--- config.mk ---
export PLATFORM = sky130hd
export DESIGN_NAME = fifo_rd_stream
export DESIGN_NICKNAME = d
export VERILOG_FILES = /design/src/rtl/fifo_rd_stream.sv
export SDC_FILE = /design/constraint.sdc
export NUM_CORES = 1
export LEC_CHECK = 0
export BUFFER_PORTS_ARGS = -buffer_cell sky130_fd_sc_hd__buf_2
export CORE_UTILIZATION = 59
export CTS_CLUSTER_DIAMETER = 40
export CTS_CLUSTER_SIZE = 10
export DETAILED_ROUTE_END_ITERATION = 8
export PLACE_DENSITY = 0.94
export SETUP_SLACK_MARGIN = 0.15
export SYNTH_ARGS = -nofsm -noshare
export SYNTH_HDL_FRONTEND = slang
export SYNTH_SLANG_ARGS = --single-unit
--- constraint.sdc ---
create_clock -name rclk -period 6.4 [get_ports rclk]
set_input_delay 0 -clock rclk [delete_from_list [all_inputs] [get_ports rclk]]
set_output_delay 0 -clock rclk [all_outputs]
set_load 0.02 [all_outputs]
--- src/rtl/fifo_rd_stream.sv ---
// Read-side drain stage for fifo2: pops the FWFT head into a 2-entry skid buffer and presents a registered valid/ready stream.
// Optional build macro FIFO_RD_SEQ_CHECK_EN enables the incrementing-data sequence checker.
module fifo_rd_stream #(
  parameter int DSIZE = 32,
  parameter int CNTW  = 16
) (
  input  logic             rclk,
  input  logic             rrst_n,
  input  logic [DSIZE-1:0] rdata,
  input  logic             rempty,
  output logic             rinc,
  input  logic             rd_en,
  output logic [DSIZE-1:0] out_data,
  output logic             out_valid,
  input  logic             out_ready,
  output logic [CNTW-1:0]  dcount,
  output logic             seq_err,
  output logic [7:0]       err_cnt
);

  typedef enum logic [1:0] {
    EMPTY = 2'd0,
    ONE   = 2'd1,
    TWO   = 2'd2
  } occ_t;

  occ_t             cnt, cnt_next;
  logic [DSIZE-1:0] slot [2];
  logic             head, tail, head_next;
  logic             push, pop;
  logic [DSIZE-1:0] head_data_next;

  // Gating with rrst_n keeps the FIFO untouched while this block is held in reset.
  assign rinc = rrst_n & rd_en & ~rempty & (cnt != TWO);
  assign push = rinc;
  assign pop  = out_valid & out_ready;

  // NOTE: every always_comb output gets a default first so no latch is inferred.
  always_comb begin
    cnt_next = cnt;
    unique case ({push, pop})
      2'b10:   cnt_next = (cnt == EMPTY) ? ONE : TWO;
      2'b01:   cnt_next = (cnt == TWO) ? ONE : EMPTY;
      default: cnt_next = cnt;
    endcase
  end

  // A push lands on the new head only when the buffer would otherwise be empty.
  assign head_next      = head ^ pop;
  assign head_data_next = (push && (tail == head_next)) ? rdata : slot[head_next];

  // NOTE: data slots carry no reset; occupancy and out_valid decide whether they matter.
  always_ff @(posedge rclk) begin
    if (push) slot[tail] <= rdata;
  end

  // NOTE: sequential state uses non-blocking assignments so all registers update together.
  always_ff @(posedge rclk or negedge rrst_n) begin
    if (!rrst_n) begin
      cnt       <= EMPTY;
      head      <= 1'b0;
      tail      <= 1'b0;
      out_valid <= 1'b0;
      out_data  <= '0;
      dcount    <= '0;
    end else begin
      cnt       <= cnt_next;
      head      <= head_next;
      tail      <= tail ^ push;
      out_valid <= (cnt_next != EMPTY);
      if (cnt_next != EMPTY) out_data <= head_data_next;
      if (pop) dcount <= dcount + CNTW'(1);
    end
  end

`ifdef FIFO_RD_SEQ_CHECK_EN
  logic [DSIZE-1:0] exp_word;
  logic             exp_loaded;

  always_ff @(posedge rclk or negedge rrst_n) begin
    if (!rrst_n) begin
      exp_word   <= '0;
      exp_loaded <= 1'b0;
      seq_err    <= 1'b0;
      err_cnt    <= 8'd0;
    end else if (push) begin
      exp_word   <= rdata + DSIZE'(1);
      exp_loaded <= 1'b1;
      if (exp_loaded && (rdata != exp_word)) begin
        seq_err <= 1'b1;
        if (err_cnt != 8'hFF) err_cnt <= err_cnt + 8'd1;
      end
    end
  end
`else
  assign seq_err = 1'b0;
  assign err_cnt = 8'd0;
`endif

endmodule

# After elaboration in Yosys (flattened, before gate mapping)
# Memory sizes are Yosys's and may differ from the RTL's. A register that Yosys moved wholly into a read port is not among the register bits.
# Index checks and enable logic that the tools add are counted.
# op_classes
bitwise_logic,7
n_mux,5
add_sub_neg,1
eq_ne,4
n_reduce_logical,3
# op_table
cell,n
$add A16 B1 Y16 const B,1
$and A1 B1 Y1,4
$eq A2 B2 Y1 const B,2
$pmux W2 S2,1
$mux W1,3
$eq A2 B1 Y1 const B,1
$logic_not A2 Y1,1
$mux W2,1
$ne A2 B2 Y1 const B,1
$reduce_bool A2 Y1,1
$xor A1 B1 Y1,2
$logic_not A1 Y1,1
$not A1 Y1,1
# totals
ff_bits,21
inputBits,37
word_cells,26
output_inout_bits,59
ramBits,64
n_memories,1
# mem_list
name,depth,width,rd,rd_ports_with_merged_regs,write_ports,line_no,source
slot,2,32,1,1,1,28,logic [DSIZE-1:0] slot [2];

# Logic depth before layout (Yosys ltp)
# depth
ltp_word,6
depth_mapped,9
ltp_nobuf,8

# Least setup slack after synthesis
# OpenSTA, ideal clock, no wires.
# synth_path
kind,reg-to-reg
from,register cnt[0]
to,"register out_data[17], read port of slot"
synth_period_minus_slack_ns,2.469
path_buffers,1
path_stages_with_launch,10
slack_ns,3.931
t_required_ns,6.296
arrival_time_ns,2.366
setup_ns,0.104
path_cell_list,dfrtp_1 nand2b_1 nand4b_1 inv_1 ha_1 o21ai_0 o221ai_4 nor3b_4 buf_6 a221oi_1
# synth_between
elab_chain_len,5
elab_cells_between_ends,10
cone_classes,4 x eq/ne; 3 x mux; 1 x bitwise; 2 x reduce/logical
# synth_lines
element,line_no,source
from (decl),27,"occ_t cnt, cnt_next;"
from (signal assigned),67,cnt <= cnt_next;
$ne A2 B2 Y1 (*),34,assign rinc = rrst_n & rd_en & ~rempty & (cnt != TWO);
$and A1 B1 Y1 (*),34,
named net rinc,11,"output logic rinc,"
$eq A2 B1 Y1 or $eq A2 B2 Y1 (tied branches),41,"unique case ({push, pop})"
$pmux W2 S2 (*),41,
$reduce_bool A2 Y1 (*),71,if (cnt_next != EMPTY) out_data <= head_data_next;
to (decl),13,"output logic [DSIZE-1:0] out_data,"
# Mark *: on every way through the listed nets, which the timed path passes. The rest lies on a longest branch.
# A chain may end at the register's enable or synchronous reset.

# Final worst setup path
# layout_path
from,input port rrst_n
to,"register out_data[16], read port of slot"
# layout_between
elab_chain_len,6
elab_cells_between_ends,7
cone_classes,2 x eq/ne; 1 x mux; 3 x bitwise; 1 x reduce/logical
# layout_lines
element,line_no,source
from (decl),8,"input logic rrst_n,"
$and A1 B1 Y1 (*) (3 in a row),34,
$eq A2 B1 Y1 or $eq A2 B2 Y1 (tied branches),41,
$pmux W2 S2 (*),41,
$reduce_bool A2 Y1 (*),71,
# Every way passes the cells marked *; elsewhere a longest branch is shown, timed or not.

==> reports/results.ini <==
[routing]
vias = 3187
drt_first_pass_iters = 4
routed_via_density = 5.49
antenna_left = 0
drc_errors = 0
post_drt_wl_per_cell_um = 18.6
initialDrtViolationCount = 209
wirelength_um = 10800

[hold_path]
holdPathEnd = out_data[15]$_DFFE_PN0P_
hp-start = rempty
hold_depth = 4
min_path_type = in -> reg

[worst_setup_path]
cp_cell_sequence = dlygate4sd3_1, buf_2, buf_4, nand4b_1, inv_1, ha_1, o221ai_4, nor3b_4, buf_4, a221oi_1
r2r_cells = 8
cp-end-kind = flop
cp-start-kind = primary input
crit_family = buffers and inverters
crit_arrival_ns = 4.47
crit-reg2reg-launch = cnt[0]$_DFF_PN0_
reg2reg_slack_ns = 2.47
timing.rr.end = out_data[16]$_DFFE_PN0P_
cp.required_ns = 6.76
path_max_fanout = 54
crit_buf_inv = 5
cp_common_cell = buf_4
cp_slowest_cell = nor3b_4
slowest_delay_ns = 0.93
worst-setup-path-type = in -> reg

[timing]
timing.final.crit_period_ns = 4.11
slew_headroom = 0.314
tightestPinTransition_ns = 1.03
slew_violations = 0
tns_ns = 0
min_period_over_period = 0.642
fmax_mhz = 243
finClkSkew_ns = 0.00925
hold_viol_final = 0
rsz0062_at_grt = false
setup_viol = 0

[synth]
yosysTopAreaCellShare = 0.386
yosys.area.top_type = edfxtp_1
synth_edf_count = 64
async_flop_share = 0.453
synth-seq-cells = 117
synth_area_leaders = edfxtp_1 (39%), dfrtp_1 (27%), a221oi_2 (8.7%)
yosysWarnings = 0
yosysUniqueCellTypes = 38
postSynthAreaPerCell_sq_um = 14.9
yosysSeqAreaShare = 0.652
synth_ff_type = edfxtp_1
netlist_instances = 334
synthesis.area_sq_um = 4980

[placed_design]
place_area_sq_um = 5430
dp_hpwl_um = 6250
place_inst = 514
gp_congestion = 0.748
io_buffers = 86

[global_routing]
grt_max_degree = 55
grt-ovfl-total = 0
grt_pass1_vias = 3325
grtUsageTotal = 0.263
grt_pass1_wl_um = 16800
antenna_found_initial = 0

[pwr]
pwr_density_cell_nw_per_um2 = 474
p_leak_uw = 0.00278
total_power_uw = 3010
peakVddDrop_uv = 337

[status]
status = complete, no violations

[finish]
postLayoutCoreUtil = 0.778
final_cell_count_no_fill = 580
diodes = 0
multi_input_area_sq_um = 1450
fin_area_sq_um = 6360
syn_to_final_growth_pct = 27.7
finalNetCount = 503
drive_gt1_frac = 0.337
seqCellArea_sq_um = 3250
fillers = 464

[job]
cap_violations = 0

[floorplan]
die_x_um = 93.9
dieArea_sq_um = 8810
fp-row-count = 33
fp.dieH_um = 93.9
start_util = 0.609
coreArea_sq_um = 8180
ios = 96

[cts]
clk_pin_slew_ns = 0.06
cts-root-buf = clkbuf_8
cts_buffers = 17
cts.path.max_buffers = 2
cts_sinks = 117
cts.htree.levels = 4
cts_tree = built
insertion_delay_ns = 0.52

-- routing by layer --
layer  vias up  global-route usage  share of wire
met1      1599               0.314           0.40
li1       1453                   -              -
met4         0               0.109          0.018
met3        21              0.0680          0.049
met2       114               0.453           0.54
met5         -                   0              0
-- state kept, by name, indices dropped and copies added (netlist names) --
name	cells
head	1
out_data	32
dcount	16
tail	1
slot	64
out_valid	1
cnt	2
-- per-stage QoR --
step,hold WS [ns],worst slack (ns)
after floorplan,-0.296,3.93
after global routing,0.133,1.92
after CTS,0.117,2.23
after detailed placement,0.177,2.26
final,0.126,2.29
after global placement,0.161,2.47
-- timing repair --
item                      CTS  global route
hold buffers               34             0
setup buffers               0             0
resized for setup           0             0
hold endpoints to repair  150             0
-- cell usage in the layout (no fill, tap or decap), types with 3 or more instances in the layout --
cell / synthesis / layout
clkinvlp_4: 0 / 4
mux2i_1: 32 / 32
buf_4: 10 / 3
xnor2_1: 13 / 13
and4_1: 4 / 4
inv_1: 39 / 39
nand2_1: 4 / 4
bufinv_16: 0 / 3
nor2_1: 35 / 35
edfxtp_1: 64 / 64
buf_2: 3 / 86
a221oi_2: 29 / 29
conb_1: 1 / 9
dfrtp_1: 53 / 53
clkbuf_16: 0 / 16
dlygate4sd3_1: 0 / 34
nand3_1: 6 / 6
nand4_1: 3 / 3
clkinv_2: 0 / 4
-- how the worst max path moves through the flow --
| stage | start | to | slack [ns] | depth (start not counted) |
|---|---|---|---|---|
| after CTS | rrst_n | out_data[16]$_DFFE_PN0P_ | 2.23 | 10 |
| after detailed placement | rrst_n | out_data[16]$_DFFE_PN0P_ | 2.26 | 9 |
| after floorplan | cnt[0]$_DFF_PN0_ | out_data[17]$_DFFE_PN0P_ | 3.93 | 9 |
| after global placement | rrst_n | out_data[16]$_DFFE_PN0P_ | 2.47 | 9 |
| after global routing | rrst_n | out_data[16]$_DFFE_PN0P_ | 1.92 | 10 |
| final | rrst_n | out_data[16]$_DFFE_PN0P_ | 2.29 | 10 |
-- cell type report --
type                       instances  area share
clock inverter                    13      0.0248
multi-input combinational        163       0.227
inverter                          40      0.0240
tap                              105      0.0207
timing repair buffer             123       0.125
sequential                       117       0.511
clock buffer                      19      0.0679
-- power breakdown --
| part | leakage (uW) | internal (uW) | switching, uW |
|---|---|---|---|
| combinational | 0.00130 | 396 | 611 |
| clock | 0.000280 | 600 | 338 |
| sequential | 0.00120 | 957 | 111 |
| total | 0.00278 | 1950 | 1060 |
-- logic make-up (layout without fill, tap and decap cells) --
kind of cell / count (synthesis) / count (layout) / synth area share
flops: 117 / 117 / 0.652
buf+inv: 62 / 195 / 0.0646
other cells: 1 / 9 / 0.000753
mux: 33 / 33 / 0.0666
simple gates: 60 / 60 / 0.0593
fa+ha+maj: 4 / 4 / 0.0101
compound gates: 39 / 39 / 0.108
xor+xnor: 18 / 18 / 0.0384
-- cells in the mapped netlist (all sizes together), types with 2 or more instances --
| cell type | n |
|---|---|
| mux2i | 32 |
| and4 | 4 |
| nor2 | 35 |
| xnor2 | 15 |
| dfrtp | 53 |
| nand3 | 6 |
| a221oi | 31 |
| buf | 19 |
| xor2 | 3 |
| a21oi | 2 |
| ha | 4 |
| nand4 | 3 |
| inv | 40 |
| nor3 | 2 |
| clkbuf | 3 |
| nand2 | 4 |
| edfxtp | 64 |
-- tightest hold or removal path: stages --
cell and delay [ns]:
buf_2 0.09, nand4b_1 0.23, nor4b_1 0.10, a211oi_2 0.18
(Power assumes the default switching activity.)
